**src/rtl/booth_mult_seq.sv**
```systemverilog
// Sequential radix-2 Booth multiplier, signed or unsigned per operation, result held until next start.
// Latency WIDTH+2 cycles from accepted start to done; start is ignored while busy, with no queuing.
module booth_mult_seq #(
    parameter int WIDTH = 4
) (
    input  logic                 clk,
    input  logic                 rst,
    input  logic                 start,
    input  logic                 signed_mode,
    input  logic [WIDTH-1:0]     a,
    input  logic [WIDTH-1:0]     b,
    output logic                 busy,
    output logic                 done,
    output logic [2*WIDTH-1:0]   product
);

    localparam int W1 = WIDTH + 1;

    localparam logic [1:0] S_IDLE = 2'd0;
    localparam logic [1:0] S_RUN  = 2'd1;
    localparam logic [1:0] S_DONE = 2'd2;

    localparam logic [5:0] LAST_STEP = 6'(WIDTH);

    logic [1:0]    state;
    logic [5:0]    cnt;
    logic [W1-1:0] m;
    logic [W1-1:0] p_hi;
    logic [W1-1:0] q;
    logic          q_m1;

    logic [W1-1:0] a_ext;
    logic [W1-1:0] b_ext;
    logic [W1-1:0] sum;
    logic [W1-1:0] p_nxt;
    logic [W1-1:0] q_nxt;

    // One extra bit lets unsigned operands run through the same two's complement recoding.
    assign a_ext = {signed_mode & a[WIDTH-1], a};
    assign b_ext = {signed_mode & b[WIDTH-1], b};

    always_comb begin
        sum = p_hi;
        case ({q[0], q_m1})
            2'b01:   sum = p_hi + m;
            2'b10:   sum = p_hi - m;
            default: sum = p_hi;
        endcase
        p_nxt = {sum[W1-1], sum[W1-1:1]};
        q_nxt = {sum[0], q[W1-1:1]};
    end

    assign busy = (state == S_RUN);
    assign done = (state == S_DONE);

    always_ff @(posedge clk) begin
        if (rst) begin
            state   <= S_IDLE;
            cnt     <= '0;
            product <= '0;
            m       <= '0;
            p_hi    <= '0;
            q       <= '0;
            q_m1    <= 1'b0;
        end else begin
            case (state)
                S_IDLE, S_DONE: begin
                    if (start) begin
                        m     <= a_ext;
                        p_hi  <= '0;
                        q     <= b_ext;
                        q_m1  <= 1'b0;
                        cnt   <= '0;
                        state <= S_RUN;
                    end else begin
                        state <= S_IDLE;
                    end
                end
                S_RUN: begin
                    p_hi <= p_nxt;
                    q    <= q_nxt;
                    q_m1 <= q[0];
                    cnt  <= cnt + 6'd1;
                    if (cnt == LAST_STEP) begin
                        state <= S_DONE;
                        // Top two bits of the 2*W1 result are pure sign copies and are dropped.
                        product <= {p_nxt[WIDTH-2:0], q_nxt};
                    end
                end
                default: state <= S_IDLE;
            endcase
        end
    end

endmodule
```
**config.mk**
```make
export PLATFORM = sky130hd
export DESIGN_NAME = booth_mult_seq
export DESIGN_NICKNAME = d
export VERILOG_FILES = /design/src/rtl/booth_mult_seq.sv
export SDC_FILE = /design/constraint.sdc
export NUM_CORES = 1
export LEC_CHECK = 0
export ABC_AREA = 1
export CORE_ASPECT_RATIO = 0.7
export CORE_MARGIN = 10
export CORE_UTILIZATION = 48
export CTS_CLUSTER_SIZE = 40
export DETAILED_ROUTE_END_ITERATION = 10
export GPL_TIMING_DRIVEN = 0
export MAX_ROUTING_LAYER = met4
export PLACE_DENSITY = 0.74
export SYNTH_ARGS = -nofsm -noshare
export SYNTH_HDL_FRONTEND = slang
export SYNTH_SLANG_ARGS = --single-unit
```
**constraint.sdc**
```tcl
create_clock -name clk -period 1.9 [get_ports clk]
set_clock_uncertainty 0.05 [all_clocks]
set_input_delay 0.57 -clock clk [delete_from_list [all_inputs] [get_ports clk]]
set_output_delay 0.57 -clock clk [all_outputs]
set_load 0.02 [all_outputs]
```
== Word level (Yosys, flattened, before mapping) ==
Index checks and enable logic that the tools add are counted.
Word-level totals
  register bits after elaboration: 32
  bits of input ports: 12
  word-level logic and storage cells: 37
Cells by class
  add/sub/neg operators: 3
  eq/ne operators: 7
  muxes and demuxes: 12
  bitwise logic cells: 2
  reductions and logical operators: 6
Operators with widths (number)
  $pmux 5 s2: 3
  $pmux 6 s2: 1
  $mux 5: 2
  $add 6x1->6 const B: 1
  $eq 6x3->1 const B: 1
  $mux 6: 1
  $reduce_and 2->1: 3
  $add 5x5->5: 1
  $sub 5x5->5: 1
  $eq 2x1->1 const B: 2
  $eq 2x2->1 const B: 2
  $pmux 2 s2: 1
  $and 1x1->1: 2
  $logic_not 2->1: 1
  $mux 1: 2
  $mux 2: 1
  $ne 2x1->1 const B: 1
  $ne 2x2->1 const B: 1
  $pmux 1 s2: 1
  $reduce_bool 2->1: 1
  $reduce_or 2->1: 1

== Depth between registers and ports, before layout ==
  depth in word-level cells: 4
  depth in mapped cells: 15
  depth with buffers taken out: 15

== Worst setup path before layout ==
No wires, ideal clock.
  path kind: register -> register
  from: register m[0]
  to: register p_hi[0]
  arrival: 1.732 ns
  path slack: 0.047 ns
  cell stages (with the launch flop): 9
  path buffers: 0
  cell sequence: dfxtp_1 -> inv_1 -> ha_1 -> inv_1 -> o21ai_0 -> fa_1 -> o21ai_0 -> nand2_1 -> a21oi_1
On the way
  word-level cells in the longest chain between the ends: 3
  elaborated cells on any way between the ends: 4
  classes of those cells: add/sub: 2; mux: 2
RTL lines
  start: declaration: RTL line 27  | logic [W1-1:0] m;
  start signal: assignment: RTL line 69  | m <= a_ext;
  $sub 5x5->5 / $add 5x5->5 (equally long branches): RTL line 46, 45
  $pmux 5 s2 *: RTL line 44  | case ({q[0], q_m1})
  $pmux 5 s2 *: RTL line 66  | case (state)
  end signal: assignment: RTL line 80  | p_hi <= p_nxt;
  end: declaration: RTL line 28  | logic [W1-1:0] p_hi;
Every way passes the cells marked *; elsewhere a longest branch is shown, timed or not.
A chain may end at the register's enable or synchronous reset.

== Final worst setup path ==
  from: register product[5]
  to: output port product[5]
RTL lines
  start: declaration: RTL line 14  | output logic [2*WIDTH-1:0] product
  start signal: assignment: RTL line 87  | product <= {p_nxt[WIDTH-2:0], q_nxt};
No word-level cell between the ends.

==> results.yml <==
run_status:
  status: "completed"
grt:
  grt-ovfl-total: 0
  grt_max_degree: 11
  antenna_found_initial: 0
  grt_pass1_wl_mm: 6.16
  grt_usage_pct: 13.7
  grt_pass1_vias: 1283
clock_network:
  clk_latency_ns: 0.28
  cts.sinks: 31
  ctsHoldBuffers: 0
  cts_tree: "built"
  clk_root_buffer_cell: "clkbuf_8"
  path_clk_slew_ns: 0.06
  numCtsBuffers: 5
  clk_path_buf_depth: 2
  htreeDepth: 2
setup_path:
  r2r_cells: 8
  cp-start-kind: "flip-flop"
  slowest_delay_ns: 0.61
  required_ns: 1.28
  reg2reg_from: "m[0]"
  worstPathArrival_ns: 1.23
  r2r_setup_slack_ns: 0.08
  path_buf_inv: 1
  cp-end-kind: "output pin"
  crit_family: "buffers and inverters"
  reg2reg_to: "p_hi[0]"
  cp_max_fo: 2
  worstPathCellList: "clkdlybuf4s50_1"
  crit_slowest_cell: "clkdlybuf4s50_1"
  crit_type: "flip-flop to output pin"
route:
  drcViolationCount: 0
  totalWireLength_mm: 3.77
  routed_via_density: 5.18
  vias: 1492
  ant_nets: 0
  dr.pass1.iters: 4
  drtIter0Drc: 108
  wire_per_inst_um: 13.1
timing:
  finalCritPeriodShare_pct: 97.5
  setup_tns_ns: 0
  tightest_slew_ns: 0.530
  finalCriticalPeriod_ns: 1.85
  finalSetupViolations: 0
  holdWs_ns: 0.417
  slew_headroom_pct: 64.7
  slew_viol_final: 0
  hold_viol: 0
  fmax_mhz: 540
logic_synthesis:
  ys_ff_latch: 31
  synthCells: 220
  syn-num-nets: 241
  synth_sequential_area_ratio_pct: 40.3
  yosysWarnings: 0
  ys_types: 24
  syn-cell-area_um2: 1540
  post_synth.cell_area_avg_um2: 7.00
place:
  dpl_cell_area_um2: 1790
  numPortBuffers: 20
  routabilityCongestion: 0.835
  dp_hpwl_mm: 2.70
power_and_ir_drop:
  power_density_nw_per_um2: 741
  power_frac_seq_pct: 46.1
  comb_power_share_pct: 22.7
  intPower_w: 0.00106
  power_frac_clock_pct: 31.1
  power.switching_w: 0.000444
  p_total_w: 0.00151
  p_sw_share_pct: 29.4
  peakVddDrop_v: 0.000513
  cellLeakagePower_nw: 0.865
floorplanning:
  rows: 17
  die_h_um: 67.4
  core_area_um2: 3110
  die_width_um: 87.7
  initial_core_util_pct: 49.6
  die_area_um2: 5910
  io_pins: 22
layout:
  final_cell_area_um2: 2030
  final_cell_mix: "nand2_1, dfxtp_1, inv_1, nand3_1, clkdlybuf4s50_1"
  fin_nets: 272
  post-route-util_pct: 65.5
  final_common_cell: "nand2_1"
  area_growth_pct: 32.2
  drive_above_1_share_pct: 20.0
  antenna_cells: 0
worst_hold_path:
  hold_path.class: "flip-flop to flip-flop"
  holdPathEnd: "product[2]"
  min_path_cells: 2
  hold_path_startpoint: "q[3]"
flow_run:
  cap_violations: 0
[metal layers]
metal  GRT usage [%]  share of wire [%]  up-vias
met2            17.1                 40       42
met5               -                  0        -
met3            6.85                8.8        3
met1            18.8                 50      679
li1                -                  -      768
met4            2.98               0.85        0
[logic make-up after synthesis]
family	Yosys count	synth area share [%]
buffers and inverters	40	10.3
flip-flops	31	40.3
XOR/XNOR	1	0.569
AO/OA/AOI/OAI	41	14.3
AND/OR/NAND/NOR	98	26.7
adder cells (fa/ha/maj)	9	7.81
[area by class of cell]
type	count	area, µm²
plain buffers	5	28.8
clock buffers	6	72.6
multi-input cells	149	887
fillers	281	1070
inverters	35	139
well taps	38	47.5
repair buffers	24	231
flip-flops and latches	31	628
[through the flow]
stage                     setup slack [ns]  std cells
final                               0.0472        288
after CTS                         0.000912        284
after floorplan                     0.0472        220
after global placement              -0.239        278
after detailed placement            -0.231        278
after global routing               -0.0330        288
[cell usage after synthesis]
cell type	instances	share of area, %
o221ai_1	1	0.57
dfxtp_1	31	40
buf_2	3	0.98
inv_2	1	0.24
nor2_1	7	1.7
o21a_1	1	0.49
a31oi_1	5	2.0
fa_1	1	1.3
nor3_1	2	0.65
o21ai_1	3	0.98
xor2_1	1	0.57
clkinv_4	1	0.57
ha_1	8	6.5
inv_1	32	7.8
nand2_2	2	0.81
nor3_2	1	0.65
nand3_1	21	6.8
clkinv_1	1	0.24
a21oi_1	19	6.2
clkbuf_1	2	0.49
nand2_1	64	16
a211oi_1	1	0.49
nor2_2	1	0.41
o21ai_0	11	3.6
[power by group through the flow]
stage	sequential [W]	clock [W]	combinational, W
after floorplan	0.000702	0	0.000181
after global placement	0.000707	0	0.000251
after detailed placement	0.000707	0	0.000253
after CTS	0.000695	0.000486	0.000273
after global routing	0.000698	0.000514	0.000392
final	0.000696	0.000470	0.000343
[worst max path at each step]
stage,slack [ns],endpoint,cells past startpoint,start
6_report,0.05,product[5],1,product[5]
3_3_place_gp,-0.24,busy,5,state[1]
4_1_cts,0.0009,p_hi[3],14,m[0]
3_5_place_dp,-0.23,p_hi[0],8,m[0]
5_1_grt,-0.03,p_hi[3],14,m[0]
2_1_floorplan,0.05,p_hi[0],8,m[0]
[registers in the layout (all words and copies together) (netlist names)]
register / count
q_m1: 1
p_hi: 4
q: 5
product: 8
cnt: 6
state: 2
m: 5
[what timing repair did]
item / 4_1_cts / 5_1_grt
pin swaps: 1 / 11
setup buffers: 0 / 4
setup endpoints to repair: 9 / 9
cloned: 0 / 0
gates resized for setup: 18 / 34
endpoints found under the hold margin: 0 / 0
Note: power is estimated with default switching activity, not from simulation.
